File: src/rtl/gpio_param_writer_if.sv
// Host-side GPIO word pair plus the parameter bank and commit strobe of one set.
// master = host/testbench side, slave = gpio_param_writer side.
`timescale 1ns/1ps
interface gpio_param_writer_if #(
   parameter int GPIO_WIDTH  = 32,
   parameter int PARAM_COUNT = 16
);
   logic [GPIO_WIDTH-1:0]             GP_IN;
   logic [3:0]                        SET;
   logic [GPIO_WIDTH-1:0]             GP_OUT;
   logic [PARAM_COUNT*GPIO_WIDTH-1:0] PARAMS_DATA;
   logic                              UPDATE;
   logic [3:0]                        UPDATE_IDX;

   modport master (
      output GP_IN, SET,
      input  GP_OUT, PARAMS_DATA, UPDATE, UPDATE_IDX
   );

   modport slave (
      input  GP_IN, SET,
      output GP_OUT, PARAMS_DATA, UPDATE, UPDATE_IDX
   );
endinterface

File: src/rtl/gpio_param_writer.sv
// Toggle-handshake write path: host issues CMD / DATA_LO / DATA_HI / ABORT words on GP_IN,
// each word is processed two edges after its TGL flip is sampled and commits into the bank.
`timescale 1ns/1ps
module gpio_param_writer #(
   parameter int GPIO_WIDTH  = 32,
   parameter int PARAM_COUNT = 16
) (
   input  logic                CLK,
   input  logic                RST,
   gpio_param_writer_if.slave  bus
);
   localparam int W = GPIO_WIDTH;
   localparam int H = GPIO_WIDTH / 2;
   localparam logic [4:0] PCNT = 5'(PARAM_COUNT);

   typedef enum logic [1:0] {
      S_IDLE    = 2'd0,
      S_WAIT_LO = 2'd1,
      S_WAIT_HI = 2'd2
   } state_t;

   localparam logic [1:0] K_CMD   = 2'b00;
   localparam logic [1:0] K_LO    = 2'b01;
   localparam logic [1:0] K_HI    = 2'b10;
   localparam logic [1:0] K_ABORT = 2'b11;

   logic [W-1:0]             sync1_q, sync2_q;
   logic                     tgl_prev_q;
   state_t                   state_q, state_d;
   logic                     err_q, err_d;
   logic                     ign_q, ign_d;
   logic                     ack_q, ack_d;
   logic [3:0]               idx_q, idx_d;
   logic [3:0]               cnt_q, cnt_d;
   logic [H-1:0]             lo_q, lo_d;
   logic [PARAM_COUNT*W-1:0] bank_q, bank_d;
   logic                     upd_q, upd_d;
   logic [3:0]               upd_idx_q, upd_idx_d;

   logic                     word_vld;
   logic [1:0]               w_kind;
   logic [3:0]               w_set;
   logic [3:0]               w_idx;
   logic [H-1:0]             w_pay;
   logic                     idx_ok;
   logic                     unused_bits;

   // Decode from the second stage; the previous-TGL flop marks a new word.
   assign word_vld    = sync2_q[W-1] != tgl_prev_q;
   assign w_kind      = sync2_q[W-2:W-3];
   assign w_set       = sync2_q[W-5:W-8];
   assign w_idx       = sync2_q[3:0];
   assign w_pay       = sync2_q[H-1:0];
   assign idx_ok      = {1'b0, w_idx} < PCNT;
   assign unused_bits = ^sync2_q;

   always_ff @(posedge CLK or posedge RST) begin
      if (RST) begin
         sync1_q    <= '0;
         sync2_q    <= '0;
         tgl_prev_q <= 1'b0;
         state_q    <= S_IDLE;
         err_q      <= 1'b0;
         ign_q      <= 1'b0;
         ack_q      <= 1'b0;
         idx_q      <= '0;
         cnt_q      <= '0;
         lo_q       <= '0;
         bank_q     <= '0;
         upd_q      <= 1'b0;
         upd_idx_q  <= '0;
      end else begin
         sync1_q    <= bus.GP_IN;
         sync2_q    <= sync1_q;
         tgl_prev_q <= sync2_q[W-1];
         state_q    <= state_d;
         err_q      <= err_d;
         ign_q      <= ign_d;
         ack_q      <= ack_d;
         idx_q      <= idx_d;
         cnt_q      <= cnt_d;
         lo_q       <= lo_d;
         bank_q     <= bank_d;
         upd_q      <= upd_d;
         upd_idx_q  <= upd_idx_d;
      end
   end

   always_comb begin
      state_d   = state_q;
      err_d     = err_q;
      ign_d     = ign_q;
      ack_d     = ack_q;
      idx_d     = idx_q;
      cnt_d     = cnt_q;
      lo_d      = lo_q;
      bank_d    = bank_q;
      upd_d     = 1'b0;
      upd_idx_d = upd_idx_q;
      if (word_vld) begin
         ack_d = sync2_q[W-1];
         unique case (w_kind)
            K_CMD: begin
               if (w_set == bus.SET) begin
                  if (idx_ok) begin
                     idx_d   = w_idx;
                     err_d   = 1'b0;
                     ign_d   = 1'b0;
                     state_d = S_WAIT_LO;
                  end else begin
                     err_d   = 1'b1;
                     state_d = S_IDLE;
                  end
               end else begin
                  ign_d   = 1'b1;
                  state_d = S_IDLE;
               end
            end
            K_LO: begin
               if (state_q == S_WAIT_LO) begin
                  lo_d    = w_pay;
                  state_d = S_WAIT_HI;
               end else if (!(state_q == S_IDLE && ign_q)) begin
                  err_d   = 1'b1;
                  state_d = S_IDLE;
               end
            end
            K_HI: begin
               if (state_q == S_WAIT_HI) begin
                  for (int i = 0; i < PARAM_COUNT; i++) begin
                     if (idx_q == 4'(i)) bank_d[i*W +: W] = {w_pay, lo_q};
                  end
                  upd_d     = 1'b1;
                  upd_idx_d = idx_q;
                  cnt_d     = cnt_q + 4'd1;
                  state_d   = S_IDLE;
               end else if (!(state_q == S_IDLE && ign_q)) begin
                  err_d   = 1'b1;
                  state_d = S_IDLE;
               end
            end
            K_ABORT: begin
               err_d   = 1'b0;
               ign_d   = 1'b0;
               state_d = S_IDLE;
            end
         endcase
      end
   end

   always_comb begin
      bus.GP_OUT          = '0;
      bus.GP_OUT[W-1]     = ack_q;
      bus.GP_OUT[W-2]     = err_q;
      bus.GP_OUT[W-3:W-4] = state_q;
      bus.GP_OUT[7:4]     = cnt_q;
      bus.GP_OUT[3:0]     = idx_q;
   end

   assign bus.PARAMS_DATA = bank_q;
   assign bus.UPDATE      = upd_q;
   assign bus.UPDATE_IDX  = upd_idx_q;
endmodule

File: src/flat_wrapper.sv
// flat-port wrapper written by rule: the top's interface ports become plain ports
module gpio_param_writer_flat 
#(
   parameter int GPIO_WIDTH  = 32,
   parameter int PARAM_COUNT = 16
)
  (CLK, RST, bus_GP_IN, bus_SET, bus_GP_OUT, bus_PARAMS_DATA, bus_UPDATE, bus_UPDATE_IDX);
  gpio_param_writer_if #(.GPIO_WIDTH(GPIO_WIDTH), .PARAM_COUNT(PARAM_COUNT)) bus_i ();
  input  logic CLK;
  input  logic RST;
  input wire logic [$bits(bus_i.GP_IN)-1:0] bus_GP_IN;
  input wire logic [$bits(bus_i.SET)-1:0] bus_SET;
  output wire logic [$bits(bus_i.GP_OUT)-1:0] bus_GP_OUT;
  output wire logic [$bits(bus_i.PARAMS_DATA)-1:0] bus_PARAMS_DATA;
  output wire logic [$bits(bus_i.UPDATE)-1:0] bus_UPDATE;
  output wire logic [$bits(bus_i.UPDATE_IDX)-1:0] bus_UPDATE_IDX;
  assign bus_i.GP_IN = bus_GP_IN;
  assign bus_i.SET = bus_SET;
  assign bus_GP_OUT = bus_i.GP_OUT;
  assign bus_PARAMS_DATA = bus_i.PARAMS_DATA;
  assign bus_UPDATE = bus_i.UPDATE;
  assign bus_UPDATE_IDX = bus_i.UPDATE_IDX;
  gpio_param_writer #(.GPIO_WIDTH(GPIO_WIDTH), .PARAM_COUNT(PARAM_COUNT)) u_core (.CLK(CLK), .RST(RST), .bus(bus_i));
endmodule
File: config.mk
export PLATFORM = sky130hd
export DESIGN_NAME = gpio_param_writer_flat
export DESIGN_NICKNAME = d
export VERILOG_FILES = /design/src/rtl/gpio_param_writer_if.sv /design/src/rtl/gpio_param_writer.sv /design/src/flat_wrapper.sv
export SDC_FILE = /design/constraint.sdc
export NUM_CORES = 1
export LEC_CHECK = 0
export ABC_CLOCK_PERIOD_IN_PS = 29000
export BUFFER_PORTS_ARGS = -buffer_cell sky130_fd_sc_hd__buf_4
export CAP_MARGIN = 20
export CORE_UTILIZATION = 35
export CTS_CLUSTER_SIZE = 12
export DETAILED_ROUTE_END_ITERATION = 7
export GPL_TIMING_DRIVEN = 0
export PLACE_DENSITY_LB_ADDON = 0.3
export REMOVE_ABC_BUFFERS = 1
export SLEW_MARGIN = 20
export SYNTH_ARGS = -nofsm -noshare
export SYNTH_HDL_FRONTEND = slang
export SYNTH_SLANG_ARGS = --single-unit
File: constraint.sdc
create_clock -name CLK -period 29 [get_ports CLK]
set_input_delay 7.25 -clock CLK [delete_from_list [all_inputs] [get_ports CLK]]
set_output_delay 7.25 -clock CLK [all_outputs]
set_load 0.005 [all_outputs]
==> results of run 1 <==
-- area by class of cell --
cell class | instances | area (um2)
clock inverters | 24 | 354
well taps | 837 | 1050
flip-flops and latches | 593 | 14800
diodes | 1 | 2.50
inverters | 6 | 30.0
fillers | 5455 | 32100
repair buffers | 590 | 4840
clock buffers | 91 | 1910
multi-input cells | 619 | 6780
-- registers in the layout (all words and copies together), names as in the netlist --
| signal | flops |
|---|---|
| u_core.bus.PARAMS_DATA | 512 |
| u_core.sync1_q | 23 |
| u_core.sync2_q | 23 |
| u_core.lo_q | 16 |
| u_core.bus.UPDATE_IDX | 4 |
| u_core.cnt_q | 4 |
| u_core.idx_q | 4 |
| u_core.state_q | 2 |
| u_core.ack_q | 1 |
| u_core.bus.UPDATE | 1 |
| u_core.err_q | 1 |
| u_core.ign_q | 1 |
| u_core.tgl_prev_q | 1 |
-- cells in the final DEF, fill, tap and decap left out, drive strengths merged, types with 3 or more instances in the layout --
master    n
dfrtp   593
buf     590
mux2    538
clkbuf   91
conb     20
clkinv   17
nor2     11
inv       9
nand2     8
xor2      6
ha        6
bufinv    4
nand2b    4
xnor2     3
o21ai     3
nand4     3
-- cell families (layout without fill, tap and decap cells) --
logic type,after synthesis,in the layout,share of synthesized area [%]
muxes,538,538,28.1
and+or+nand+nor,40,40,0.967
buffers and inverters,117,711,2.57
adders and majority gates,6,6,0.341
xor gates and xnor gates,9,9,0.359
DFF,593,593,67.5
AOI/OAI and AO/OA,6,6,0.182
other,1,21,0.0171
-- routing by layer --
metal,global-route usage [%],wire [um]
met1,25.0,26100
met2,32.8,31600
met3,5.76,4480
met4,6.41,1690
met5,0,0
-- final timing paths --
| check | to |
|---|---|
| min in group asynchronous | u_core.bus.PARAMS_DATA[336] |
| hold reg to reg | u_core.sync2_q[2] |
| setup / recovery | bus_GP_OUT[1] |
| hold / removal | u_core.sync2_q[2] |
| max in group asynchronous | u_core.bus.PARAMS_DATA[72] |
| setup reg to reg | u_core.bus.PARAMS_DATA[95] |
-- power breakdown --
| part | total, mW | internal (mW) | leakage [nW] | switching, mW |
|---|---|---|---|---|
| clock | 0.859 | 0.505 | 1.11 | 0.354 |
| combinational | 0.0432 | 0.0177 | 6.73 | 0.0256 |
| sequential | 0.869 | 0.838 | 8.16 | 0.0312 |
==> qor.csv, run 1 <==
metric,value,unit
min_path_type,reg -> reg,
whs_path_depth,0,
finalNonFillerCells,2761,
clkSinkCount,593,
fin_crit,8.66,ns
die_w,253,um
path_max_fanout,11,
syn_to_final_growth,35.5,%
drt-pass1-iter-count,6,
slew_violations,0,
grt_overflow_total,0,
yosysTopAreaCellShare,67.5,%
final_util,48.1,%
root_buffer,clkbuf_16,
dpl.hpwl,43.9,mm
yosys_warnings,0,
syn_inst,1310,
r2r_cells,6,
vias_per_cell,4.76,
antenna_found_initial,0,
finalClockSkew,0.0340,ns
netlist_top_cells_count,"593 x dfrtp_1, 496 x mux2_2, 58 x clkbuf_1",
crit_buf_inv,1,
grt_pass1_vias,14000,
maxCapViolations,0,
vdd_ir_drop_max,0.0512,mV
wl,63.8,mm
power_density,59.4,nW/um2
crit_type,reg -> out,
p_total,1.77,mW
final_antenna_net_count,0,
cp-start-kind,flop,
io-pin-count,587,
crit_chain,buf_4,
relSlewSlack,32.7,%
drc,0,
worstPathRequired,21.75,ns
crit_slowest_cell,dfrtp_1,
finalCritPeriodShare,29.8,%
finalNetCount,1921,
clk_path_buf_depth,3,
ys_async_sr_fraction,100,%
hold_buffers,0,
dp.cells,2645,
hold_path.startpoint,u_core.sync1_q[2],
die_area,63800,um2
ff2ff_setup_slack,26.06,ns
synth_ff_type,dfrtp_1,
postCtsSetupRepairBufs,0,
setup_tns,0,ns
fmax,116,MHz
gp_congestion,0.756,
placed_area,27500,um2
syn-mean-instance-area,16.8,um2
power.leakage,16.0,nW
core-area,61900,um2
drive_above_1_share,64.5,%
synth-seq-cells,593,
start_util,35.5,%
ys_seq_area_share,67.5,%
grt_pass1_wl,93.9,mm
cp-startpoint,u_core.idx_q[1],
cts_buffers,67,
cts_tree,built,
path_depth,1,
drtIter0Drc,687,
max_stage_delay,0.62,ns
outcome,finished clean,
finalWorstSetupSlack,20.34,ns
pre_cts_slack,19.76,ns
synth_cell_types,32,
yosysMostFrequentCell,dfrtp_1,
clock_latency,0.61,ns
vias,13100,
path_delay_family,flip-flops,
die_h,253,um
final_area,29800,um2
clk_pin_slew,0.05,ns
netlist_top_cells_area,"dfrtp_1 67%, mux2_2 25%, mux2_4 2.0%",
io_buffers,557,
cp.arrival,1.41,ns
ctsResizeCount,0,
worst_pin_slew,1.00,ns
finalHoldViolations,0,
num_rows,91,
rsz0062_at_grt,no,
report.final.setup_viol,0,
wl_per_cell,23.1,um
grt.total_usage,19.9,%
syn_area,22000,um2
critPathCaptureType,output port,
synth_top_area_cell,dfrtp_1,
rr_startpoint,u_core.sync2_q[29],
cts_htree_levels,3,
synth_enable_flop_cells,0,
whs,0.346,ns
grt_start_max_net_pins,100,
(Power assumes the default switching activity.)
==> run 2, diff against run 1 <==
Settings changed: ABC_AREA set to 1, ABC_CLOCK_PERIOD_IN_PS 29000 to 8800.
Clock period 29 ns to 8.8 ns, I/O delays scaled along.
==> run 2 against run 1 <==
Net effect: sequential cell count unchanged; final cell count up 33%; total power rose to 3.3 times the previous value; register-to-register slack worse by 20 ns; synthesized cell count is 75% higher; clock skew decreased by 0.013 ns; critical path type unchanged; clock power rose to 3.2 times the previous value; combinational power grew to 4.3 times the previous value; die area fell by 0.53%; sequential power grew to 3.3 times the previous value; clock-buffer cell count unchanged; sequential share of layout area grew 1.4 points.
==> qor.csv, run 2 <==
metric,value,unit
outcome,finished clean,
grt.total_usage,23.7,%
power_density,201,nW/um2
critPathCaptureType,output port,
yosysMostFrequentCell,nand2_1,
clk_path_buf_depth,3,
crit_slowest_cell,dfrtp_1,
die_h,252,um
netlist_top_cells_area,"dfrtp_1 68%, nand2_1 21%, o21ai_0 5.0%",
wl,76.4,mm
yosys_warnings,0,
vias,17400,
grt_pass1_wl,111,mm
die_w,252,um
min_path_type,reg -> reg,
ctsResizeCount,0,
fmax,292,MHz
placed_area,26800,um2
netlist_top_cells_count,"1203 x nand2_1, 593 x dfrtp_1, 219 x o21ai_0",
dpl.hpwl,49.2,mm
syn_area,21900,um2
grt_overflow_total,0,
crit_chain,buf_4,
synth_ff_type,dfrtp_1,
postCtsSetupRepairBufs,0,
cts_buffers,67,
start_util,35.4,%
syn_inst,2299,
cts_htree_levels,3,
gp_congestion,0.829,
power.leakage,16.2,nW
worstPathRequired,6.60,ns
io_buffers,557,
layout_commonest_cell,nand2_1,
p_sw,1.41,mW
syn_to_final_growth,32.6,%
p_clk_share,47.1,%
finalNetCount,2833,
path_max_fanout,7,
final_antenna_net_count,0,
worst_pin_slew,1.00,ns
hold_buffers,0,
layout_common_cells,"1190 x nand2_1, 582 x dfrtp_1, 557 x buf_4",
die_area,63500,um2
syn-mean-instance-area,9.51,um2
drt-pass1-iter-count,5,
wl_per_cell,20.8,um
drive_above_1_share,25.4,%
relSlewSlack,33.2,%
fin_crit,3.43,ns
maxCapViolations,0,
max_stage_delay,0.46,ns
p_comb_share,3.2,%
crit_buf_inv,1,
root_buffer,clkbuf_16,
vdd_ir_drop_max,0.133,mV
synth_top_area_cell,dfrtp_1,
rsz0062_at_grt,no,
swShare,24.1,%
clock_latency,0.60,ns
slew_violations,0,
drc,0,
synth-seq-cells,593,
synth_enable_flop_cells,0,
synth_cell_types,26,
finalHoldViolations,0,
whs,0.347,ns
finalClockSkew,0.0209,ns
clk_pin_slew,0.06,ns
seqPwrFrac,49.7,%
antenna_found_initial,2,
num_rows,91,
grt_start_max_net_pins,110,
report.final.setup_viol,0,
core-area,61700,um2
cp.arrival,1.23,ns
grt_pass1_vias,17000,
final_area,29000,um2
p_total,5.83,mW
intPower,4.42,mW
io-pin-count,587,
yosysTopAreaCellShare,67.9,%
ys_seq_area_share,67.9,%
cts_tree,built,
crit_type,reg -> out,
clkSinkCount,593,
vias_per_cell,4.74,
cp-start-kind,flop,
drtIter0Drc,1378,
ys_async_sr_fraction,100,%
finalCritPeriodShare,38.9,%
path_delay_family,flip-flops,
largest_register_ffs,512,
run 2: cell types whose count changed after synthesis, moves of 5 or more:
cell,change
mux2_4,-30
o21ai_1,+12
inv_1,+50
o21ai_0,+216
mux2_2,-496
mux2_1,-12
buf_2,+41
nand3_1,+7
xor2_1,-5
nand2_1,+1195
clkbuf_1,+25
buf_1,-10
run 2: final timing paths:
path                                          from                     endpoint  slack (ns)  depth (start not counted)
min in group asynchronous                      RST   u_core.bus.PARAMS_DATA[91]        1.52                          2
worst max-delay path             u_core.state_q[0]               bus_GP_OUT[28]        5.37                          1
worst min register to register  u_core.sync1_q[29]           u_core.sync2_q[29]        0.35                          0
max in group asynchronous                      RST  u_core.bus.PARAMS_DATA[423]        5.61                          5
worst min-delay path            u_core.sync1_q[29]           u_core.sync2_q[29]        0.35                          0
worst max register to register  u_core.sync2_q[29]  u_core.bus.PARAMS_DATA[106]        5.88                          9
run 2: layer usage:
| layer | global-route usage [%] | routed length (um) |
|---|---|---|
| met3 | 4.74 | 5210 |
| met4 | 10.0 | 2740 |
| met2 | 39.0 | 37000 |
| met5 | 0 | 0 |
| met1 | 30.4 | 31400 |
run 2: cells by family (layout without fill, tap and decap cells):
group	count (synthesis)	after routing	synth area share, %
flops	593	593	67.9
buf+inv	229	742	4.86
simple gates	1235	1235	21.5
compound gates	232	232	5.32
fa+ha+maj	6	6	0.343
other cells	1	26	0.0171
xor+xnor	3	3	0.120
run 2: metrics by stage:
stage	std cells	setup slack (ns)	util [%]	setup TNS (ns)
after CTS	3668	5.33	47.0	0
after global placement	3542	-15.98	42.7	-9407.34
final	3674	5.37	47.0	0
after detailed placement	3557	4.95	43.5	0
after floorplan	2148	-10.0	-	-5927.88
after global routing	3669	5.28	47.0	0
run 2: power groups by stage:
stage	logic [mW]	clock network, mW	registers (mW)
after global placement	0.158	0	2.96
after detailed placement	0.188	0	2.95
after global routing	0.208	2.91	2.91
after CTS	0.188	2.81	2.90
final	0.184	2.75	2.90
after floorplan	0.0894	0	2.87
run 2: layout make-up:
cell class / count / area, um2
well taps: 837 / 1050
multi-input cells: 1496 / 6150
flip-flops and latches: 593 / 14900
clock inverters: 20 / 173
repair buffers: 572 / 4550
inverters: 59 / 231
fillers: 5831 / 32700
clock buffers: 91 / 1990
diodes: 6 / 15.0
==> run 3, diff against run 2 <==
Settings changed: ABC_CLOCK_PERIOD_IN_PS 8800 to 2700.
Clock period 8.8 ns to 2.7 ns, I/O delays scaled along.
==> run 3 against run 2 <==
Net effect: combinational power grew to 3.3 times the previous value; register-to-register slack worse by 5.9 ns; first-iteration DRC count rose by 0.36%; sequential share of layout area down 0.17 points; utilization is 0.16 points higher; die area unchanged; clock power grew to 3.3 times the previous value; critical path type is now reg -> reg; highest routed layer unchanged.
==> qor.csv, run 3 (synthesis gave the netlist of run 2 again) <==
metric,value,unit
crit_type,reg -> reg,
relSlewSlack,30.2,%
crit_slowest_cell,nand3_2,
die_h,252,um
crit_buf_inv,2,
hold_path.startpoint,bus_GP_IN[3],
grt.total_usage,23.7,%
io_buffers,557,
grt_overflow_total,0,
finalCritPeriodShare,99.5,%
whs_path_depth,1,
cp-start-kind,flop,
wl_per_cell,21.2,um
die_area,63500,um2
report.final.setup_viol,0,
grt_pass1_wl,111,mm
vdd_ir_drop_max,0.433,mV
finalClockSkew,0.0192,ns
rr_endpoint,u_core.bus.PARAMS_DATA[501],
rr_startpoint,u_core.sync2_q[29],
seq_area,14900,um2
final_antenna_net_count,0,
outcome,finished clean,
critPathCaptureType,flop,
gp_congestion,0.829,
grt_pass1_vias,17000,
max_stage_delay,0.82,ns
cts_htree_levels,3,
min_path_type,in -> reg,
syn_to_final_growth,33.1,%
finalHoldViolations,0,
finalNetCount,2838,
clk_path_buf_depth,3,
clock_latency,0.60,ns
ff2ff_setup_slack,0.01,ns
worstPathRequired,3.15,ns
core-area,61700,um2
drive_above_1_share,25.8,%
drt-pass1-iter-count,7,
slew_violations,0,
n_fill_cell,5819,
setup_tns,0,ns
hold_end,u_core.sync1_q[3],
root_buffer,clkbuf_16,
antenna_found_initial,3,
final_util,47.2,%
whs,0.179,ns
fin_crit,2.69,ns
fmax,372,MHz
vias_per_cell,4.78,
cts_buffers,67,
r2r_cells,7,
cp.arrival,3.14,ns
die_w,252,um
largest_register_ffs,512,
worst_pin_slew,1.05,ns
power.leakage,16.1,nW
clk_pin_slew,0.06,ns
layout_commonest_cell,nand2_1,
clkSinkCount,593,
path_delay_family,simple AND/OR/NAND/NOR gates,
power_density,654,nW/um2
start_util,35.4,%
drtIter0Drc,1383,
wl,78.1,mm
grt_start_max_net_pins,110,
layout_common_cells,"1190 x nand2_1, 582 x dfrtp_1, 558 x buf_4",
dpl.hpwl,49.2,mm
path_max_fanout,24,
multi_input_area,6180,um2
vias,17600,
rsz0062_at_grt,yes,
io-pin-count,587,
cts_tree,built,
crit_chain,inv_1 -> ha_1 -> nand3_4 -> inv_4 -> nand3_2 -> nand2_1 -> o21ai_0,
drc,0,
maxCapViolations,0,
num_rows,91,
-- run 3: changes by cell type in the layout (fill, tap and decap cells not counted), sizes merged --
cell and change:
buf +2, clkinvlp +10, diode -2, dlygate4sd3 +1, inv -10, nand3 +2
-- run 3: cell type report --
| type | count | area share [%] |
|---|---|---|
| inverters | 59 | 0.933 |
| clock inverters | 20 | 0.593 |
| well taps | 837 | 3.60 |
| multi-input cells | 1498 | 21.2 |
| diodes | 4 | 0.0344 |
| flip-flops and latches | 593 | 51.0 |
| repair buffers | 575 | 15.8 |
| clock buffers | 91 | 6.84 |
-- run 3: worst reg2reg max path: stages, from the launching register on --
cell and delay, ns:
dfrtp_1 0.40, inv_1 0.12, ha_1 0.27, nand3_4 0.24, inv_4 0.27, nand3_2 0.83, nand2_1 0.30, o21ai_0 0.13
-- run 3: per-stage QoR --
| stage | instance area [um2] | total power [mW] | std cells | worst slack (ns) |
|---|---|---|---|---|
| 2_1_floorplan | 21100 | 9.63 | 2148 | -14.57 |
| 3_3_place_gp | 26300 | 10.2 | 3542 | -20.56 |
| 3_5_place_dp | 26800 | 10.2 | 3557 | -0.264 |
| 4_1_cts | 29000 | 19.2 | 3670 | 0.00220 |
| 5_1_grt | 29100 | 19.6 | 3674 | -0.0818 |
| 6_report | 29100 | 19.0 | 3677 | 0.0139 |
-- run 3: where the power goes --
part           switching (mW)  internal (mW)
clock network            3.70           5.26
registers               0.456           9.00
logic                   0.449          0.162
total                    4.60           14.4
-- run 3: how the worst max path moves through the flow --
stage / startpoint / to / slack (ns) / cells past startpoint
after global placement: RST / u_core.bus.PARAMS_DATA[495] / -20.56 / 2
final: u_core.sync2_q[29] / u_core.bus.PARAMS_DATA[501] / 0.01 / 7
after detailed placement: u_core.sync2_q[29] / u_core.bus.PARAMS_DATA[98] / -0.26 / 9
after global routing: u_core.sync2_q[29] / u_core.bus.PARAMS_DATA[391] / -0.08 / 9
after CTS: u_core.sync2_q[29] / u_core.bus.PARAMS_DATA[362] / 0.002 / 8
after floorplan: RST / u_core.ack_q / -14.57 / 1
-- run 3: repair_timing --
action	4_1_cts	5_1_grt
gates resized for setup	5	7
gates cloned	0	2
hold buffers	1	0
setup endpoints to repair	49	168
setup buffers	1	1
hold endpoints to repair	15	0
-- run 3: routing by layer --
metal  global-route usage, %  part of all wire, %  routed length [um]
met1                    30.4                   41               32000
met3                    4.74                  6.9                5380
met5                       0                    0                   0
met2                    38.9                   48               37900
met4                    10.1                  3.7                2880
